File: src/rtl/regfile_write_arbiter.sv
// ---------------------------------------------------------------------------
// regfile_write_arbiter
//
// Purpose:
//   Two-requester write-port arbiter for a register file. Requesters A and B
//   present {Valid, Reg, Data}. Ready is granted combinationally in the same
//   cycle. When both requesters are valid, the grant alternates round-robin.
//   An accepted request becomes a registered register-file write one cycle
//   later.
//   Writes that target DISCARD_REG are accepted but never written. Each one
//   increments a saturating drop counter instead.
//
// Ports:
//   Clock            - clock, all state updates on the rising edge
//   Resetn           - synchronous active-low reset
//   Stall            - when 1, neither requester is accepted
//   AValid/AReg/AData, AReady - requester A request and same-cycle accept
//   BValid/BReg/BData, BReady - requester B request and same-cycle accept
//   RegWrite         - register-file write enable (registered)
//   WriteReg         - register-file write address (held while RegWrite=0)
//   WriteData        - register-file write data    (held while RegWrite=0)
//   LastGrant        - most recently accepted requester (0=A, 1=B)
//   DropCount        - saturating count of writes dropped to DISCARD_REG
// ---------------------------------------------------------------------------
module regfile_write_arbiter #(
   parameter int DATA_W      = 64,
   parameter int ADDR_W      = 5,
   parameter int DISCARD_REG = 31
) (
   input  logic              Clock,
   input  logic              Resetn,
   input  logic              Stall,
   input  logic              AValid,
   input  logic [ADDR_W-1:0] AReg,
   input  logic [DATA_W-1:0] AData,
   output logic              AReady,
   input  logic              BValid,
   input  logic [ADDR_W-1:0] BReg,
   input  logic [DATA_W-1:0] BData,
   output logic              BReady,
   output logic              RegWrite,
   output logic [ADDR_W-1:0] WriteReg,
   output logic [DATA_W-1:0] WriteData,
   output logic              LastGrant,
   output logic [7:0]        DropCount
);

   localparam logic [ADDR_W-1:0] DISCARD_ADDR = ADDR_W'(DISCARD_REG);
   localparam logic [7:0]        DROP_MAX     = 8'hFF;

   logic              run;
   logic              accept;
   logic              pick_b;
   logic              discard;
   logic [ADDR_W-1:0] sel_reg;
   logic [DATA_W-1:0] sel_data;

   // Grant logic. Ready is gated by Resetn even though the reset is
   // synchronous, so nothing is accepted in a cycle that is being reset.
   // On conflict the winner is the requester that did not win last time.
   always_comb begin
      // NOTE: every signal of a combinational block is assigned on every
      // path. A path that leaves one unassigned infers a latch.
      run      = Resetn & ~Stall;
      AReady   = run & AValid & (~BValid | LastGrant);
      BReady   = run & BValid & (~AValid | ~LastGrant);
      accept   = AReady | BReady;
      pick_b   = BReady;
      sel_reg  = pick_b ? BReg  : AReg;
      sel_data = pick_b ? BData : AData;
      discard  = (sel_reg == DISCARD_ADDR);
   end

   // Registered write port and arbitration history.
   always_ff @(posedge Clock) begin
      // NOTE: state uses non-blocking assignments. All registers then update
      // together from the values they held before the edge.
      if (!Resetn) begin
         RegWrite  <= 1'b0;
         WriteReg  <= '0;
         WriteData <= '0;
         LastGrant <= 1'b1;   // A wins the first conflict after reset
         DropCount <= '0;
      end else begin
         RegWrite <= accept & ~discard;
         if (accept) begin
            LastGrant <= pick_b;
            if (discard) begin
               if (DropCount != DROP_MAX) begin
                  DropCount <= DropCount + 8'd1;
               end
            end else begin
               // Address/data load only on a real write. They hold otherwise.
               WriteReg  <= sel_reg;
               WriteData <= sel_data;
            end
         end
      end
   end

endmodule

File: config.mk
export PLATFORM = sky130hd
export DESIGN_NAME = regfile_write_arbiter
export DESIGN_NICKNAME = d
export VERILOG_FILES = /design/src/rtl/regfile_write_arbiter.sv
export SDC_FILE = /design/constraint.sdc
export NUM_CORES = 1
export LEC_CHECK = 0
export ABC_CLOCK_PERIOD_IN_PS = 3400
export CORE_UTILIZATION = 46
export DETAILED_ROUTE_END_ITERATION = 16
export DONT_BUFFER_PORTS = 1
export HOLD_SLACK_MARGIN = 0.15
export PLACE_DENSITY_LB_ADDON = 0.08
export SLEW_MARGIN = 20
export SYNTH_ARGS = -nofsm -noshare
export SYNTH_HDL_FRONTEND = slang
export SYNTH_SLANG_ARGS = --single-unit
File: constraint.sdc
create_clock -name Clock -period 3.4 [get_ports Clock]
set_input_delay 0.51 -clock Clock [delete_from_list [all_inputs] [get_ports Clock]]
set_output_delay 0.51 -clock Clock [all_outputs]
set_load 0.1 [all_outputs]
==> summary.md <==
| Metric | Value |
|---|---|
| Area growth syn-to-layout | `8.59%` |
| Remaining DRCs | `0` |
| Sink Count | `79` |
| Cells after synthesis | `371` |
| RSZ-0062 raised after global routing | `no` |
| CTS Hold Buffers Added | `0` |
| Core area | `7890 sq um` |
| Final GP Congestion | `around 0.67` |
| Cell Pwr Density | `593 nW/um^2` |
| Netlist cell types | `27` |
| Crit Path Category | `reg2out` |
| Highest Clock Rate | `0.481 GHz` |
| GRT Total Usage | `0.182` |
| DRT iter0 DRCs | `about 110` |
| Worst slack, placed | `0.983 ns` |
| H-tree levels | `3` |
| Die X | `93.1 um` |
| Synth Area per Inst | `10.3 sq um` |
| Final worst path period need | `2.08 ns` |
| Layout Skew | `between 0.01 and 0.015 ns` |
| Diode count | `0` |
| Fin crit share | `0.611` |
| Root Driver | `clkbuf_8` |
| FF+latch area | `1580 sq um` |
| Post-CTS Setup Bufs | `0` |
| Static Leak | `0.00231 uW` |
| I/O Buffers | `0` |
| Synth Cell Area | `3820 sq um` |
| Nature of the critical path startpoint | `register` |
| Total CTS buffers | `9` |
| Worst-Skew Late Latency | `between 0.3 and 0.4 ns` |
| Die Y | `93.1 um` |
| GR Util met3 | `0.0715` |
| CP Data Required Time | `about 2.9 ns` |
| Worst setup margin | `1.32 ns` |
| Worst vdd ir | `0.000291 V` |
| Initial antenna violation count | `0` |
| Wire per inst | `between 15 and 20 um` |
| Worst-Margin Slew | `1.01 ns` |
| Vias/cell | `5.42` |
| WL final | `8160 um` |
| Vias post-DR | `2,590` |
| Synth Net Count | `515` |
| Ys Warns | `0` |
| Multi-input logic area | `approximately 2100 sq um` |
| Fillers | `724` |
| Max-Cap Viols | `0` |
| Busiest grt layer | `met2` |
| Core Rows | `32` |
| Most common cell after layout, fill and taps aside | `mux2i_1` |
| Slew headroom | `0.325` |
| Number of global-route vias before repair | `~2,500` |
| Sequential share of the synthesized area | `0.414` |
| Die footprint | `8660 sq um` |
| First-pass GRT wire length | `about 12,000 um` |
| Setup_tns | `0 ns` |
| Starting Density | `0.484` |
| Overflow after GRT | `0` |
| Clock slew at reported path FFs | `0.08 ns` |
| Final Net Count | `~520` |
| Largest net degree at the start of global routing | `87` |
| CP max FO | `4` |
| Worst min path class | `in2reg` |
| Status | `finished, final reports clean` |
| Register bit total from synthesis | `79` |
| Crit path DAT | `1.57 ns` |
| First-pass detailed-route iteration total | `4` |
| Share of cells above drive strength 1 | `0.0984` |
| Most frequent cells in the layout | `145 x mux2i_1, 79 x dfxtp_1, 79 x nand2_1, 13 x buf_4, 10 x clkbuf_8` |
| Post-CTS sizing | `0` |
| IO Pins | `224` |
| Final hold violation count | `0` |
| Grt met2 use | `0.323` |
| Clock tree buffer depth | `2` |
| Routed Antenna Nets | `0` |
| Crit path capture type | `output port` |
| CTS tree | `done` |
| Dpl hpwl | `6010 um` |
| Max-slew violations | `0` |
| Final setup viols | `0` |
| WHS | `approximately 0.32 ns` |
| GR Layer Usage met1 | `0.199` |
-- flip-flops by register name, summed over array words and instances, names as in the netlist --
name and count:
DropCount 8, LastGrant 1, RegWrite 1, WriteData 64, WriteReg 5
-- Yosys cell counts --
cell / number / area (sq um)
nand4_1: 3 / 18.8
a211o_4: 1 / 17.5
a211oi_1: 3 / 22.5
and3b_1: 1 / 8.76
nor2_1: 1 / 3.75
inv_1: 7 / 26.3
nor2b_1: 1 / 6.26
nand3_1: 5 / 25.0
nand2b_1: 8 / 50.1
a2111oi_4: 1 / 27.5
nand2_1: 80 / 300
a221oi_1: 1 / 8.76
a221o_1: 1 / 10.0
buf_4: 1 / 7.51
and3_1: 1 / 6.26
dfxtp_1: 79 / 1580
a2111oi_2: 2 / 30.0
buf_2: 8 / 40.0
mux2i_1: 145 / 1450
buf_6: 7 / 78.8
ha_1: 1 / 12.5
o21a_1: 1 / 7.51
o221ai_2: 1 / 15.0
clkbuf_1: 9 / 33.8
and4_1: 1 / 8.76
a21oi_1: 1 / 5.00
nand4_2: 1 / 12.5
-- critical path, cell delays in order, from the launching register on --
cell and delay [ns]:
dfxtp_1 0.34, buf_4 0.31, nand2b_1 0.15, and3_1 0.15, buf_4 0.28
-- stage by stage --
stage,instances,cell area [sq um],utilization,power (uW)
4_1_cts,478,4140,0.525,2490
3_3_place_gp,462,3920,0.497,1710
2_1_floorplan,371,3820,-,1700
6_report,478,4140,0.525,2460
5_1_grt,478,4140,0.525,2550
3_5_place_dp,462,3920,0.497,1720
-- layer usage --
layer  up-vias  share of wire  wire length, um
met2       127           0.50             4110
met1      1167           0.39             3220
li1       1290              -                -
met4         0         0.0072               59
met5         -              0                0
met3         6          0.095              776
-- worst paths after layout --
kind / from / endpoint / slack (ns) / cells past startpoint
max: LastGrant / AReady / 1.32 / 4
min: Resetn / WriteData[34] / 0.32 / 2
max reg2reg: LastGrant / WriteData[37] / 1.39 / 5
min reg2reg: DropCount[2] / DropCount[2] / 0.57 / 2
-- cell type report --
type,count,area share
Inverter,7,0.00634
Multi-Input combinational cell,260,0.499
Clock inverter,5,0.0196
Timing Repair Buffer,14,0.0284
Tap cell,102,0.0308
Clock buffer,11,0.0341
Sequential cell,79,0.382
-- cells by family (layout without fill, tap and decap cells) --
family                     Yosys count  count (layout)  share of synthesized area
and+or+nand+nor                    102             102                      0.115
AOI/OAI and AO/OA                   12              12                     0.0377
buffers and inverters               32              37                     0.0489
adders and majority gates            1               1                    0.00328
DFF                                 79              79                      0.414
muxes                              145             145                      0.380
-- report_power, final --
part / internal [uW] / total (uW) / switching, uW
Combinational: 90.5 / 188 / 97.1
Clock: 434 / 761 / 327
Sequential: 991 / 1510 / 518
Power figures use the tool's default switching activity.
